`src/rtl/dmem_mmio_bridge.sv`:
```
// Purpose: decode the dmem port into data RAM and a four-register MMIO window (TX FIFO, status, LEDs, cycle counter).
// Latency: loads are combinational with zero cycles. Stores take effect on the rising edge where wren is high.
// Backpressure: the processor is never stalled. A push to a full TX FIFO drops the byte and sets sticky ovf.
//
// Ports:
//   clock, reset          master clock; asynchronous active-high reset
//   address_dmem/data/wren  word address, store data and store enable from the memory stage
//   q_dmem                load data back to the processor (combinational)
//   ram_address/ram_data/ram_wren/ram_q  data RAM port
//   tx_data/tx_valid/tx_ready            byte stream out of the TX FIFO
//   led                   LED register contents
module dmem_mmio_bridge #(
    parameter int          RAM_ADDR_WIDTH = 12,
    parameter logic [31:0] MMIO_BASE      = 32'h0000_1000,
    parameter int          FIFO_DEPTH     = 8
) (
    input  logic                      clock,
    input  logic                      reset,
    input  logic [31:0]               address_dmem,
    input  logic [31:0]               data,
    input  logic                      wren,
    output logic [31:0]               q_dmem,
    output logic [RAM_ADDR_WIDTH-1:0] ram_address,
    output logic [31:0]               ram_data,
    output logic                      ram_wren,
    input  logic [31:0]               ram_q,
    output logic [7:0]                tx_data,
    output logic                      tx_valid,
    input  logic                      tx_ready,
    output logic [15:0]               led
);
    localparam int PW = $clog2(FIFO_DEPTH);
    localparam int CW = $clog2(FIFO_DEPTH + 1);
    localparam logic [CW-1:0] FULL_CNT = CW'(FIFO_DEPTH);

    logic          in_ram;
    logic          in_mmio;
    logic [31:0]   off;
    logic          wr_txdata;
    logic          wr_status;
    logic          wr_led;
    logic          wr_cycle;

    logic [7:0]    fifo_mem [FIFO_DEPTH];
    logic [PW-1:0] rd_ptr;
    logic [PW-1:0] wr_ptr;
    logic [CW-1:0] count;
    logic          fifo_empty;
    logic          fifo_full;
    logic          push;
    logic          pop;
    logic          ovf;
    logic [31:0]   cycle_cnt;
    logic [31:0]   status;

    // Address decode. The window offset is computed with a wrapping subtract,
    // so addresses below MMIO_BASE land far outside [0,3] and miss the window.
    assign in_ram  = (address_dmem[31:RAM_ADDR_WIDTH] == '0);
    assign off     = address_dmem - MMIO_BASE;
    assign in_mmio = (off < 32'd4);

    assign wr_txdata = wren & in_mmio & (off[1:0] == 2'd0);
    assign wr_status = wren & in_mmio & (off[1:0] == 2'd1);
    assign wr_led    = wren & in_mmio & (off[1:0] == 2'd2);
    assign wr_cycle  = wren & in_mmio & (off[1:0] == 2'd3);

    assign ram_address = address_dmem[RAM_ADDR_WIDTH-1:0];
    assign ram_data    = data;
    assign ram_wren    = wren & in_ram;

    // The FIFO is full-checked before the edge, so a same-edge pop never makes
    // room for a push into a full FIFO.
    assign fifo_empty = (count == '0);
    assign fifo_full  = (count == FULL_CNT);
    assign push       = wr_txdata & ~fifo_full;
    assign pop        = tx_valid & tx_ready;
    assign tx_valid   = ~fifo_empty;
    assign tx_data    = fifo_mem[rd_ptr];

    assign status = {24'b0, 5'(count), ovf, fifo_full, fifo_empty};

    always_comb begin
        q_dmem = 32'b0;
        if (in_ram) begin
            q_dmem = ram_q;
        end else if (in_mmio) begin
            case (off[1:0])
                2'd0:    q_dmem = 32'b0;
                2'd1:    q_dmem = status;
                2'd2:    q_dmem = {16'b0, led};
                default: q_dmem = cycle_cnt;
            endcase
        end
    end

    // Storage needs no reset; count and pointers define what is valid.
    always_ff @(posedge clock) begin
        if (push) begin
            fifo_mem[wr_ptr] <= data[7:0];
        end
    end

    always_ff @(posedge clock or posedge reset) begin
        if (reset) begin
            rd_ptr    <= '0;
            wr_ptr    <= '0;
            count     <= '0;
            ovf       <= 1'b0;
            led       <= 16'b0;
            cycle_cnt <= 32'b0;
        end else begin
            if (push) begin
                wr_ptr <= wr_ptr + 1'b1;
            end
            if (pop) begin
                rd_ptr <= rd_ptr + 1'b1;
            end
            case ({push, pop})
                2'b10:   count <= count + CW'(1);
                2'b01:   count <= count - CW'(1);
                default: count <= count;
            endcase

            // Overflow set has priority over a clear on the same edge.
            if (wr_txdata & fifo_full) begin
                ovf <= 1'b1;
            end else if (wr_status & data[2]) begin
                ovf <= 1'b0;
            end

            if (wr_led) begin
                led <= data[15:0];
            end

            if (wr_cycle) begin
                cycle_cnt <= data;
            end else begin
                cycle_cnt <= cycle_cnt + 32'd1;
            end
        end
    end
endmodule
```
`config.mk`:
```
export PLATFORM = sky130hd
export DESIGN_NAME = dmem_mmio_bridge
export DESIGN_NICKNAME = d
export VERILOG_FILES = /design/src/rtl/dmem_mmio_bridge.sv
export SDC_FILE = /design/constraint.sdc
export NUM_CORES = 1
export LEC_CHECK = 0
export CELL_PAD_IN_SITES_DETAIL_PLACEMENT = 2
export CELL_PAD_IN_SITES_GLOBAL_PLACEMENT = 2
export CORE_MARGIN = 3
export CORE_UTILIZATION = 31
export DETAILED_ROUTE_END_ITERATION = 8
export PLACE_DENSITY_LB_ADDON = 0.1
export RECOVER_POWER = 100
export SETUP_SLACK_MARGIN = 0.2
export SKIP_LAST_GASP = 1
export SYNTH_ARGS = -nofsm -noshare
export SYNTH_HDL_FRONTEND = slang
export SYNTH_SLANG_ARGS = --single-unit
export TNS_END_PERCENT = 5
```
`constraint.sdc`:
```
create_clock -name clock -period 3.8 [get_ports clock]
set_clock_uncertainty 0.15 [all_clocks]
set_input_delay 0.76 -clock clock [delete_from_list [all_inputs] [get_ports clock]]
set_output_delay 0.76 -clock clock [all_outputs]
set_load 0.05 [all_outputs]
```
==> results.md <==
- Status: finished, final reports clean
- Hold-fix buffer count after cts: 0
- Hold Violations, Final: 0
- Syn-to-layout area delta: 46.5%
- Multiplexer area fraction after synthesis: 0.200
- Post-route antenna net violation count: 0
- Final antenna diode count: 0
- Worst r2r path cells: 10
- Bufs on Longest Clock Path: 2
- Ys async rst share: 0.480
- Worst Hold Class: reg2reg
- Distinct cells, synth: 49
- TritonCTS clock tree: built
- Die height: 153 µm
- Largest stage delay, worst path: 0.56 ns
- H-tree levels: 4
- Mapped Nets: 610
- Post-synthesis cell area: 6660 µm²
- Final Wtd Congestion: 0.750
- First-pass GRT wire length: 34600 µm
- Register Area: 3400 µm²
- Cells after DPL: 945
- Pins Over Slew Limit: 0
- Vias in the first global route: 5817
- CP top delay family: simple AND/OR/NAND/NOR gates
- FP Rows: 53
- CP endpoint kind: primary output
- Syn avg cell area: 13.2 µm²
- Num CTS Buffers: 17
- Slew HR: 0.0264
- Worst slew pin tran: 1.46 ns
- Main flop type after synthesis: edfxtp_1
- Setup violators final: 0
- Worst-Skew Late Latency: 0.41 ns
- Area of the multi-input gates: 2880 µm²
- Max-cap viol count: 0
- Peak supply drop: 208 µV
- Synth area leaders: edfxtp_1, dfrtp_1, mux2_4
- 1st-pass router iterations: 6
- Share of cells above drive strength 1: 0.226
- Buffers on Ports: 201
- Main combinational cell family by area after synthesis: multiplexers
- Die ar.: 23300 µm²
- Worst Setup Start Kind: input port
- 1st-iter DRT viols: 141
- Finished Core Util: 0.463
- Fin cells: 984
- Number of buffers and inverters on the critical path: 4
- Worst hold stages: 1
- Count leader, synth: edfxtp_1
- Initial Util: 0.316
- Hold path startpoint: led[10]
- Simple-gate share of the synthesized area: 0.108
- Root buf cell: clkbuf_16
- WP data arrival: 2.76 ns
- Layout Nets: 802
- DR WL/cell: 22.5 µm
- Largest area contributor in the netlist: edfxtp_1
- Reg2Reg Setup Slack: 0.78 ns
- Initial antenna violation count: 0
- Hold EP: led[10]
- Post-route DRC: 0
- Largest net degree at the start of global routing: 33
- Period utilization: 0.965
- Vias/cell: 4.96
- Share of the synthesized area in the top cell type: 0.288
- Num Clock Sinks: 123
- Worst R2R End: count[3]
- Min Tclk post-route: 3.67 ns
- RSZ-0062 raised after global routing: yes
- Clk slew on worst S/H paths: 0.06 ns
- Synth Area in Compound Gates: 0.0496
- Slowest CP cell: or4_1
- Final wirelength: 22200 µm
- Crit path cell chain: buf_2 > or4_1 > nor4_4 > buf_4 > and4_4 > clkbuf_2 > nand2_1 > o21ai_2 > clkbuf_2
- Placed cell area: 9200 µm²
- PD cells: 342 nW/µm²
- Grt total ovfl: 0
- Most frequent CP cell: clkbuf_2
- Pleak: 3.99 nW
- Xor/xnor share of the synthesized area: 0.0513
- Io pins: 202
- Yosys reg bits: 123
- Number of flops mapped to enable cells by yosys: 64
- Worst r2r src: count[0]
- Req. time, crit path: 2.89 ns
- Maximum fanout along the worst path: 8
- Total via count in the routed design: 4881
- Final instance area: 9760 µm²
- DIE WIDTH: 153 µm
- F_max: 0.273 GHz
- FILL cells: 2104
- Post-synthesis adder-cell area fraction: 0.0113
- Detail Placement HPWL: 16000 µm
- Core footprint: 21100 µm²
- Global Route Usage Sum: 0.190
- Post-Syn Instances: 504
- Critical setup path kind: in2out
- Synth cell count leaders: edfxtp_1, dfrtp_1, buf_4
- Post-synthesis sequential area ratio: 0.510
- Yosys warns: 0
==> flip-flops by register name, summed over array words and instances, names as in the netlist <==
name,count
fifo_mem,64
rd_ptr,3
cycle_cnt,32
wr_ptr,3
count,4
ovf,1
led,16
==> layout by cell type, fill, tap and decap left out, types with 9 or more instances in the layout <==
master / Yosys / routed
a21oi_1: 9 / 9
a22o_4: 0 / 15
buf_12: 0 / 30
buf_4: 44 / 10
clkbuf_1: 14 / 19
clkbuf_16: 0 / 18
clkbuf_2: 0 / 9
clkdlybuf4s50_1: 0 / 73
dfrtp_1: 59 / 58
dlygate4sd2_1: 0 / 11
dlygate4sd3_1: 0 / 73
edfxtp_1: 64 / 64
mux2_1: 0 / 37
mux2_2: 20 / 20
mux2i_1: 16 / 16
mux4_2: 16 / 16
nand2_1: 31 / 31
nand3_1: 14 / 14
nand4_1: 10 / 10
nor2_1: 19 / 19
o21ai_1: 0 / 11
xnor2_1: 27 / 27
xor2_1: 12 / 12
==> where the power goes <==
part           total [W]   switching, W  internal [W]
Clock            0.00162       0.000646      0.000978
Combinational   0.000307       0.000179      0.000128
Sequential       0.00140  0.00000000306       0.00140
==> cell type report <==
type                       instances  area share
timing repair buffer             239       0.259
tap                              275      0.0353
multi-input combinational        309       0.295
clock inverter                    15      0.0168
clock buffer                      17      0.0436
sequential                       123       0.348
inverter                           6     0.00231
==> kinds of logic (layout without fill, tap and decap cells) <==
group / after synthesis / count (layout)
buf+inv: 72 / 277
simple gates: 124 / 124
flops: 123 / 123
fa+ha+maj: 6 / 6
xor+xnor: 39 / 39
mux: 91 / 91
compound gates: 49 / 49
==> stage by stage <==
| step | TNS (ns) | total power [W] | setup WS, ns | hold slack (ns) |
|---|---|---|---|---|
| 3_3_place_gp | -0.540 | 0.00175 | -0.0770 | 0.356 |
| 5_1_grt | 0 | 0.00345 | 0.0503 | 0.402 |
| 6_report | 0 | 0.00334 | 0.134 | 0.381 |
| 4_1_cts | 0 | 0.00340 | 0.154 | 0.386 |
| 3_5_place_dp | -2.25 | 0.00175 | -0.200 | 0.373 |
| 2_1_floorplan | 0 | 0.00159 | 0.0880 | 0.318 |
==> repair_timing <==
item | CTS | global route
setup buffers | 4 | 1
pin swaps | 10 | 10
cloned | 1 | 1
gates resized for setup | 47 | 21
endpoints found under the hold margin | 0 | 0
setup endpoints to repair | 42 | 40
==> metal layers <==
layer	routed length [µm]	track usage	vias to the layer above
met5	0	0	-
li1	-	-	2222
met2	12000	0.347	130
met3	974	0.0503	14
met4	185	0.0361	0
met1	9040	0.226	2515
==> worst max-delay path by stage <==
stage | slack [ns] | startpoint | to | cells past startpoint
3_5_place_dp | -0.20 | address_dmem[18] | count[2] | 13
4_1_cts | 0.15 | address_dmem[16] | q_dmem[29] | 9
2_1_floorplan | 0.09 | address_dmem[18] | q_dmem[10] | 5
3_3_place_gp | -0.08 | address_dmem[18] | count[2] | 13
6_report | 0.13 | address_dmem[14] | q_dmem[6] | 9
5_1_grt | 0.05 | address_dmem[14] | q_dmem[6] | 9
Power figures use the tool's default switching activity.
